`src/rtl/mesi_isc_snoop_sched.sv`:
```
// Snoop scheduler for the MESI coherence controller.
// Takes broadcast requests from the broadcast FIFO one at a time. For each
// request it sends snoops to the three non-initiator CPUs, waits for their
// acks, then grants the initiator and waits for its ack. A watchdog limits
// how long each wait phase can last.
module mesi_isc_snoop_sched #(
  parameter int CBUS_CMD_WIDTH   = 3,
  parameter int ADDR_WIDTH       = 32,
  parameter int BROAD_TYPE_WIDTH = 2,
  parameter int BROAD_ID_WIDTH   = 7,
  parameter int TIMEOUT_WIDTH    = 8
) (
  input  logic                          clk,
  input  logic                          rst,
  input  logic                          broad_fifo_status_empty_i,
  input  logic [ADDR_WIDTH-1:0]         broad_addr_i,
  input  logic [BROAD_TYPE_WIDTH-1:0]   broad_type_i,
  input  logic [1:0]                    broad_cpu_id_i,
  input  logic [BROAD_ID_WIDTH-1:0]     broad_id_i,
  input  logic [3:0]                    cbus_ack_array_i,
  output logic                          broad_fifo_rd_o,
  output logic [ADDR_WIDTH-1:0]         cbus_addr_o,
  output logic [BROAD_ID_WIDTH-1:0]     cbus_id_o,
  output logic [4*CBUS_CMD_WIDTH-1:0]   cbus_cmd_array_o,
  output logic                          busy_o,
  output logic                          timeout_o
);

  localparam logic [1:0] IDLE  = 2'd0;
  localparam logic [1:0] SNOOP = 2'd1;
  localparam logic [1:0] GRANT = 2'd2;

  localparam logic [CBUS_CMD_WIDTH-1:0] CMD_NOP      = CBUS_CMD_WIDTH'(0);
  localparam logic [CBUS_CMD_WIDTH-1:0] CMD_WR_SNOOP = CBUS_CMD_WIDTH'(1);
  localparam logic [CBUS_CMD_WIDTH-1:0] CMD_RD_SNOOP = CBUS_CMD_WIDTH'(2);
  localparam logic [CBUS_CMD_WIDTH-1:0] CMD_EN_WR    = CBUS_CMD_WIDTH'(3);
  localparam logic [CBUS_CMD_WIDTH-1:0] CMD_EN_RD    = CBUS_CMD_WIDTH'(4);

  localparam logic [BROAD_TYPE_WIDTH-1:0] TYPE_WR = BROAD_TYPE_WIDTH'(1);
  localparam logic [BROAD_TYPE_WIDTH-1:0] TYPE_RD = BROAD_TYPE_WIDTH'(2);

  // The counter saturates at WDOG_LIMIT. It expires on the edge where it
  // would reach that value.
  localparam logic [TIMEOUT_WIDTH-1:0] WDOG_LIMIT = '1;
  localparam logic [TIMEOUT_WIDTH-1:0] WDOG_LAST  = WDOG_LIMIT - TIMEOUT_WIDTH'(1);

  logic [1:0]                  state_reg, state_next;
  logic [3:0]                  pending_reg, pending_next;
  logic [TIMEOUT_WIDTH-1:0]    wdog_reg, wdog_next;
  logic                        timeout_reg, timeout_next;
  logic [BROAD_TYPE_WIDTH-1:0] type_reg;
  logic [1:0]                  cpu_reg;
  logic [ADDR_WIDTH-1:0]       addr_reg;
  logic [BROAD_ID_WIDTH-1:0]   id_reg;

  logic       pop;
  logic       is_req;
  logic [3:0] pending_left;
  logic       init_ack;
  logic       wdog_expire;

  // Hold the pop low while reset is asserted, so every output is quiet during reset.
  assign pop          = (state_reg == IDLE) && !broad_fifo_status_empty_i && !rst;
  assign is_req       = (broad_type_i == TYPE_WR) || (broad_type_i == TYPE_RD);
  assign pending_left = pending_reg & ~cbus_ack_array_i;
  assign init_ack     = cbus_ack_array_i[cpu_reg];
  assign wdog_expire  = (wdog_reg == WDOG_LAST);

  // Next-state logic: pop/dispatch, collect snoop acks, grant the initiator, watchdog escape
  always_comb begin
    state_next   = state_reg;
    pending_next = pending_reg;
    timeout_next = 1'b0;
    case (state_reg)
      IDLE: begin
        if (pop && is_req) begin
          state_next   = SNOOP;
          pending_next = 4'b1111 & ~(4'b0001 << broad_cpu_id_i);
        end
      end
      SNOOP: begin
        pending_next = pending_left;
        if (pending_left == 4'b0000) begin
          state_next = GRANT;
        end else if (wdog_expire) begin
          pending_next = 4'b0000;
          state_next   = GRANT;
          timeout_next = 1'b1;
        end
      end
      GRANT: begin
        if (init_ack) begin
          state_next = IDLE;
        end else if (wdog_expire) begin
          state_next   = IDLE;
          timeout_next = 1'b1;
        end
      end
      default: begin
        state_next   = IDLE;
        pending_next = 4'b0000;
      end
    endcase
  end

  // Watchdog: restarts on every state change and counts only while busy. It never wraps.
  always_comb begin
    wdog_next = wdog_reg;
    if (state_next != state_reg) begin
      wdog_next = '0;
    end else if ((state_reg != IDLE) && (wdog_reg != WDOG_LIMIT)) begin
      wdog_next = wdog_reg + TIMEOUT_WIDTH'(1);
    end
  end

  // State and request registers. The head entry is latched on every pop, including NOP entries.
  always_ff @(posedge clk or posedge rst) begin
    if (rst) begin
      state_reg   <= IDLE;
      pending_reg <= 4'b0000;
      wdog_reg    <= '0;
      timeout_reg <= 1'b0;
      type_reg    <= '0;
      cpu_reg     <= 2'd0;
      addr_reg    <= '0;
      id_reg      <= '0;
    end else begin
      state_reg   <= state_next;
      pending_reg <= pending_next;
      wdog_reg    <= wdog_next;
      timeout_reg <= timeout_next;
      if (pop) begin
        type_reg <= broad_type_i;
        cpu_reg  <= broad_cpu_id_i;
        addr_reg <= broad_addr_i;
        id_reg   <= broad_id_i;
      end
    end
  end

  generate
    for (genvar gi = 0; gi < 4; gi++) begin : g_cmd
      logic [CBUS_CMD_WIDTH-1:0] cmd_slice;
      // Per-CPU command: a snoop while this CPU is pending, or an enable if this CPU is the granted initiator
      always_comb begin
        cmd_slice = CMD_NOP;
        if ((state_reg == SNOOP) && pending_reg[gi]) begin
          cmd_slice = (type_reg == TYPE_WR) ? CMD_WR_SNOOP : CMD_RD_SNOOP;
        end else if ((state_reg == GRANT) && (cpu_reg == 2'(gi))) begin
          cmd_slice = (type_reg == TYPE_WR) ? CMD_EN_WR : CMD_EN_RD;
        end
      end
      assign cbus_cmd_array_o[gi*CBUS_CMD_WIDTH +: CBUS_CMD_WIDTH] = cmd_slice;
    end
  endgenerate

  assign broad_fifo_rd_o = pop;
  assign busy_o          = (state_reg != IDLE);
  assign timeout_o       = timeout_reg;
  assign cbus_addr_o     = addr_reg;
  assign cbus_id_o       = id_reg;

endmodule

```
`config.mk`:
```
export PLATFORM = sky130hd
export DESIGN_NAME = mesi_isc_snoop_sched
export DESIGN_NICKNAME = d
export VERILOG_FILES = /design/src/rtl/mesi_isc_snoop_sched.sv
export SDC_FILE = /design/constraint.sdc
export NUM_CORES = 1
export LEC_CHECK = 0
export CORE_ASPECT_RATIO = 1.1
export CORE_UTILIZATION = 40
export CTS_CLUSTER_DIAMETER = 40
export CTS_CLUSTER_SIZE = 25
export DETAILED_ROUTE_END_ITERATION = 6
export GPL_ROUTABILITY_DRIVEN = 0
export PLACE_DENSITY = 0.77
export SLEW_MARGIN = 20
export SYNTH_ARGS = -nofsm -noshare
export SYNTH_HDL_FRONTEND = slang
export SYNTH_SLANG_ARGS = --single-unit
```
`constraint.sdc`:
```
create_clock -name clk -period 2.09 [get_ports clk]
set_input_delay 0.418 -clock clk [delete_from_list [all_inputs] [get_ports clk]]
set_output_delay 0.418 -clock clk [all_outputs]
set_load 0.01 [all_outputs]
```
==> metrics, run 1 <==
sinks on the clock net=58; fin crit share=between 90% and 100%; Mapped Area=0.002751 mm^2; Psw=about 1.9 mW; setup slack after layout=~45 ps; total wire length=slightly below 7 mm; clock latency on the worst-skew pair=340 ps; ys async rst share=between 90% and 100%; overall global routing resource usage=20.20%; crit path max fanout=4; Die ar.=0.007214 mm^2; post-synth net total=between 200 and 300; antenna cell count=0; WP data required=1670 ps; Peak Freq=0.4889 GHz; total gr overflow=0; max reg flops=32; TritonCTS Buffers=9; Reg2Reg Depth=8; largest net degree at the start of global routing=33; CP endpoint kind=output pin; final core utilization=65.72%; Layout Nets=426; DRC Markers=0; Synth Instances=240; hold violation count in the final report=0; Via Count=2,291; crit-path cells=inv_2 > ha_4 > nand2_4 > or2_4 > nand2b_4 > o21ai_2 > buf_2; Synth Flop Type=dfrtp_1; Place WS=-228.7 ps; CP endpoint=cbus_cmd_array_o[7]; Yosys reg bits=58; sequential share of power=32.5%; width of the die=between 80 and 90 um; Fillers=between 400 and 500; # setup viols final=0; EDFF count, synth=0; CTS Hold Buffers Added=0; reg2reg start=state_reg[0]; initial antenna violation count=0; number of port buffers=103; clk root buf=clkbuf_8; Max H-tree Level=3; DP Wirelength=4.810 mm; final setup TNS=0 ps; row count=31; power share of the clock group=about 24%; first-pass GRT wire length=about 11 mm; placed inst area=roughly 0.004 mm^2; area grow syn2layout=58.44%; HP Class=reg2reg; Yosys Warn Count=0; Final Max Slew Viols=0; Buf/Inv on CP=2; final instance area=0.004359 mm^2; remaining antenna violation count after routing=0; outcome=finished clean; worst stage delay on the critical path=380 ps; R2R setup slack=around 70 ps; CTS clk-pin slew, worst paths=70 ps; critical path arrival=1630 ps; clk buf depth=2; drt initial violations=84; Core Area=0.006633 mm^2; number of distinct library cells after synthesis=37; Mean Syn Cell Area=about 11 um^2; Top Family by Delay on Critical Path=simple AND/OR/NAND/NOR gates; Int Power=4.189 mW; max-cap viol count=0; first-pass iteration count of the detailed router=4; worst clock skew=11.63 ps; Tmin final=just over 2000 ps; leakage power=roughly 1.8 nW; reg2reg end=wdog_reg[6]; CTS tree=done; sequential fraction of the synthesis area=52.75%; worst slew pin tran=471.3 ps; Top Ports=between 100 and 150; Setup crit start kind=flip-flop; worst setup path category=reg2out; Crit path depth=7; Die Y=88.99 um; CP max-delay cell=dfrtp_1; PwrDens=1389 mW/mm^2; Initial Util=41.48%; vias in the first global route=~2,400; Vias/cell=5.013; Setup crit start=state_reg[0]; wire per inst=15.03 um; RSZ-0062 raised after global routing=yes; overall power=6.057 mW; Worst IR Drop VDD=about 830 uV; sw frac=30.84%; hold_sp=cbus_addr_o[13]; share of layout cells above drive strength 1=31.20%; Slew headroom=68.58%; Gate power share=43.5%
[per-stage QoR]
stage | instances | hold WS [ps]
floorplan | 240 | 495.1
CTS | 454 | 509.9
global route | 457 | 529.2
finish | 457 | 503.2
global placement | 437 | 488.0
detailed placement | 437 | 494.3
[cell type report]
type | instances | area [um^2] | area share, %
Clock buffer | 12 | 165.2 | 3.789
Clock inverter | 4 | 120.1 | 2.755
Inverter | 6 | 22.52 | 0.5166
Multi-Input combinational cell | 167 | 1333 | 30.57
Sequential cell | 58 | 1451 | 33.30
Tap cell | 82 | 102.6 | 2.354
Timing Repair Buffer | 128 | 1165 | 26.72
[routing by layer]
| metal | global-route usage (%) | vias to the layer above | share of wire, % |
|---|---|---|---|
| met5 | 0 | - | 0 |
| met4 | 9.578 | 0 | 1.8 |
| met3 | 6.837 | 11 | 6.4 |
| met2 | 34.15 | 65 | 51 |
| met1 | 22.97 | 1111 | 41 |
| li1 | - | 1104 | - |
[cells in the final DEF (no fill, tap or decap), types with 2 or more instances in the layout]
cell,instances
clkbuf_8,12
dfrtp_1,58
inv_1,3
clkdlybuf4s50_1,89
nand2b_4,2
nor3_1,2
nor2b_1,9
o21ai_2,2
nand2b_1,4
ha_4,3
or2_2,2
bufinv_16,4
o211ai_1,2
nor2_1,23
buf_2,7
xnor2_1,3
nand2_1,12
a21oi_1,6
clkbuf_2,5
nand3_1,9
buf_4,23
nand4_1,4
ha_1,3
o21ai_0,13
xor2_1,2
o31ai_1,2
mux2_2,44
inv_2,3
buf_6,2
[power groups by stage]
stage	sequential [mW]	clock (mW)	combinational [mW]
4_1_cts	1.96	1.49	2.56
2_1_floorplan	2.11	0	1.04
6_report	1.97	1.46	2.63
3_3_place_gp	1.93	0	2.51
5_1_grt	2.04	1.52	2.86
3_5_place_dp	1.97	0	2.55
[synthesized netlist by cell type, types with 2 or more instances]
| cell | count | share of area, % |
|---|---|---|
| o21ai_0 | 16 | 2.9 |
| nand2_1 | 13 | 1.8 |
| buf_2 | 5 | 0.91 |
| xor2_1 | 2 | 0.64 |
| or2_2 | 3 | 0.68 |
| o211ai_1 | 2 | 0.55 |
| clkbuf_1 | 2 | 0.27 |
| nand4_1 | 4 | 0.91 |
| inv_1 | 6 | 0.82 |
| nor3_1 | 2 | 0.36 |
| mux2_2 | 44 | 18 |
| nand3_1 | 9 | 1.6 |
| dfrtp_1 | 58 | 53 |
| xnor2_1 | 3 | 0.96 |
| o31ai_1 | 2 | 0.55 |
| ha_1 | 6 | 2.7 |
| buf_4 | 2 | 0.55 |
| nor2_1 | 24 | 3.3 |
| nand2b_1 | 6 | 1.4 |
| a21oi_1 | 6 | 1.1 |
| nor2b_1 | 9 | 2.0 |
[worst min path at each step]
| stage | to | cells after the start |
|---|---|---|
| floorplan | type_reg[1] | 1 |
| global placement | cbus_id_o[5] | 1 |
| detailed placement | cbus_addr_o[13] | 1 |
| CTS | cbus_addr_o[13] | 1 |
| global route | cbus_addr_o[2] | 1 |
| finish | cbus_addr_o[13] | 1 |
[kinds of logic after synthesis]
family	after synthesis	synth area share (%)
and+or+nand+nor	77	14.14
AOI/OAI and AO/OA	34	7.867
buffers and inverters	15	2.546
DFF	58	52.75
xor gates and xnor gates	5	1.592
muxes	45	18.37
adders and majority gates	6	2.728
[repair_timing]
| action | CTS | global route |
|---|---|---|
| endpoints found under the setup margin | 22 | 25 |
| pin swaps | 0 | 3 |
| setup buffers | 1 | 3 |
| resized for setup | 45 | 26 |
Power figures use the tool's default switching activity.
==> inputs of run 2 (changes only) <==
--- a/config.mk
+++ b/config.mk
@@ -12,6 +12,7 @@
 export DETAILED_ROUTE_END_ITERATION = 6
 export GPL_ROUTABILITY_DRIVEN = 0
 export PLACE_DENSITY = 0.77
+export RECOVER_POWER = 25
 export SLEW_MARGIN = 20
 export SYNTH_ARGS = -nofsm -noshare
 export SYNTH_HDL_FRONTEND = slang
==> run 2 against run 1 <==
Net effect:
- die area unchanged
- critical endpoint unchanged
- via count is 0.70% higher
- final cell count stayed put
- critical path depth is the same
==> metrics, run 2 (same netlist as run 1, synthesis figures left out) <==
CTS tree=done; clk root buf=clkbuf_8; worst slew pin tran=777.1 ps; number of port buffers=103; Die ar.=0.007214 mm^2; CP max-delay cell=dfrtp_1; wire per inst=between 15 and 20 um; reg2reg start=state_reg[0]; CP endpoint kind=output pin; outcome=finished clean; Peak Freq=0.4889 GHz; drt initial violations=just over 80; clk buf depth=2; leakage power=1.841 nW; M1 GR Usage=22.97%; row count=31; HP Class=reg2reg; met2 usage=34.15%; fin crit share=97.86%; Core Area=0.006633 mm^2; width of the die=81.08 um; worst stage delay on the critical path=380 ps; hold_sp=cbus_addr_o[13]; CTS Hold Buffers Added=0; worst setup path category=reg2out; Die Y=88.99 um; area grow syn2layout=58.12%; GRT Max-Usage Layer=met2; total wire length=6.867 mm; Via Count=2,307; share of layout cells above drive strength 1=30.67%; Top Family by Delay on Critical Path=simple AND/OR/NAND/NOR gates; worst hold stages=1; sequential share of power=32.5%; remaining antenna violation count after routing=0; Worst IR Drop VDD=830.8 uV; vias in the first global route=2,402; Int Power=4.186 mW; TritonCTS Buffers=9; sinks on the clock net=58; largest net degree at the start of global routing=33; WP data required=~1700 ps; Setup crit start kind=flip-flop; first-pass iteration count of the detailed router=4; max-cap viol count=0; overall global routing resource usage=20.20%; crit path max fanout=4; hold_ws=503.2 ps; crit-path cells=inv_2 > ha_4 > nand2_4 > or2_4 > nand2b_4 > o21ai_2 > buf_2; PwrDens=1391 mW/mm^2; Tmin final=2045 ps; # setup viols final=0; first-pass GRT wire length=10.83 mm; worst clock skew=11.52 ps; met3 Use GR=approximately 7%; max reg flops=32; Reg2Reg Depth=8; initial antenna violation count=0; Crit path depth=7; Gate power share=43.5%; most frequent cells in the layout=88 x clkdlybuf4s50_1, 58 x dfrtp_1, 44 x mux2_2; overall power=6.053 mW; DRC Markers=0; Top Ports=104; Setup crit start=state_reg[0]; sw frac=30.85%; Fillers=494; Vias/cell=5.048; antenna cell count=0; Initial Util=41.48%; critical path arrival=~1600 ps; RSZ-0062 raised after global routing=yes; Psw=1.868 mW; power share of the clock group=about 24%; Layout Nets=426; total gr overflow=0; Slew headroom=48.19%; Max H-tree Level=3; clock latency on the worst-skew pair=between 300 and 400 ps; CTS clk-pin slew, worst paths=approximately 70 ps; Final Max Slew Viols=0; Buf/Inv on CP=2; DP Wirelength=around 4.8 mm; hold violation count in the final report=0; most common cell after layout, fill and taps aside=clkdlybuf4s50_1
-- run 2: cell types whose count changed in the layout (fill, tap and decap cells not counted), sizes merged --
cell,delta
dlygate4sd3,+1
clkinv,+1
clkbuf,+3
inv,-1
buf,-3
clkdlybuf4s50,-1
-- run 2: area by class of cell --
cell class | count | area, um^2 | area share [%]
Clock buffer | 12 | 165.2 | 3.796
Clock inverter | 4 | 120.1 | 2.761
Inverter | 6 | 22.52 | 0.5177
Multi-Input combinational cell | 167 | 1333 | 30.63
Tap cell | 82 | 102.6 | 2.358
Sequential cell | 58 | 1451 | 33.36
Timing Repair Buffer | 128 | 1156 | 26.57
-- run 2: power groups by stage --
stage                     clock (mW)  sequential (mW)  combinational, mW
after floorplan                    0             2.11               1.04
after global placement             0             1.93               2.51
after detailed placement           0             1.97               2.55
after CTS                       1.49             1.96               2.56
after global routing            1.52             2.04               2.86
final                           1.46             1.96               2.63
-- run 2: metrics by stage --
step | util (%) | setup TNS, ps | cells | instance area (um^2) | worst slack, ps
floorplan | - | 0 | 240 | 2751 | 30.74
global placement | 60.33 | -1532 | 437 | 4001 | -154.9
detailed placement | 60.33 | -2341 | 437 | 4001 | -228.7
CTS | 64.74 | -33.87 | 454 | 4294 | -15.68
global route | 65.59 | -290.1 | 457 | 4350 | -47.20
finish | 65.59 | 0 | 457 | 4350 | 44.74
-- run 2: what timing repair did --
action,4_1_cts,5_1_grt
resized for setup,45,26
setup buffers,1,3
pin swaps,0,3
endpoints found under the setup margin,22,25
-- run 2: path summary, 6_finish.rpt --
check                      slack [ps]                   to
setup / recovery                   40  cbus_cmd_array_o[7]
hold / removal                    500      cbus_addr_o[13]
setup reg to reg                   70          wdog_reg[6]
hold reg to reg                   500      cbus_addr_o[13]
max in group asynchronous         640          wdog_reg[6]
min in group asynchronous         910       pending_reg[1]
-- run 2: per-layer routing --
layer | routed length [um] | vias to the layer above
met5 | 0 | -
met4 | 145 | 0
met3 | 453 | 11
met2 | 3517 | 77
met1 | 2751 | 1115
li1 | - | 1104
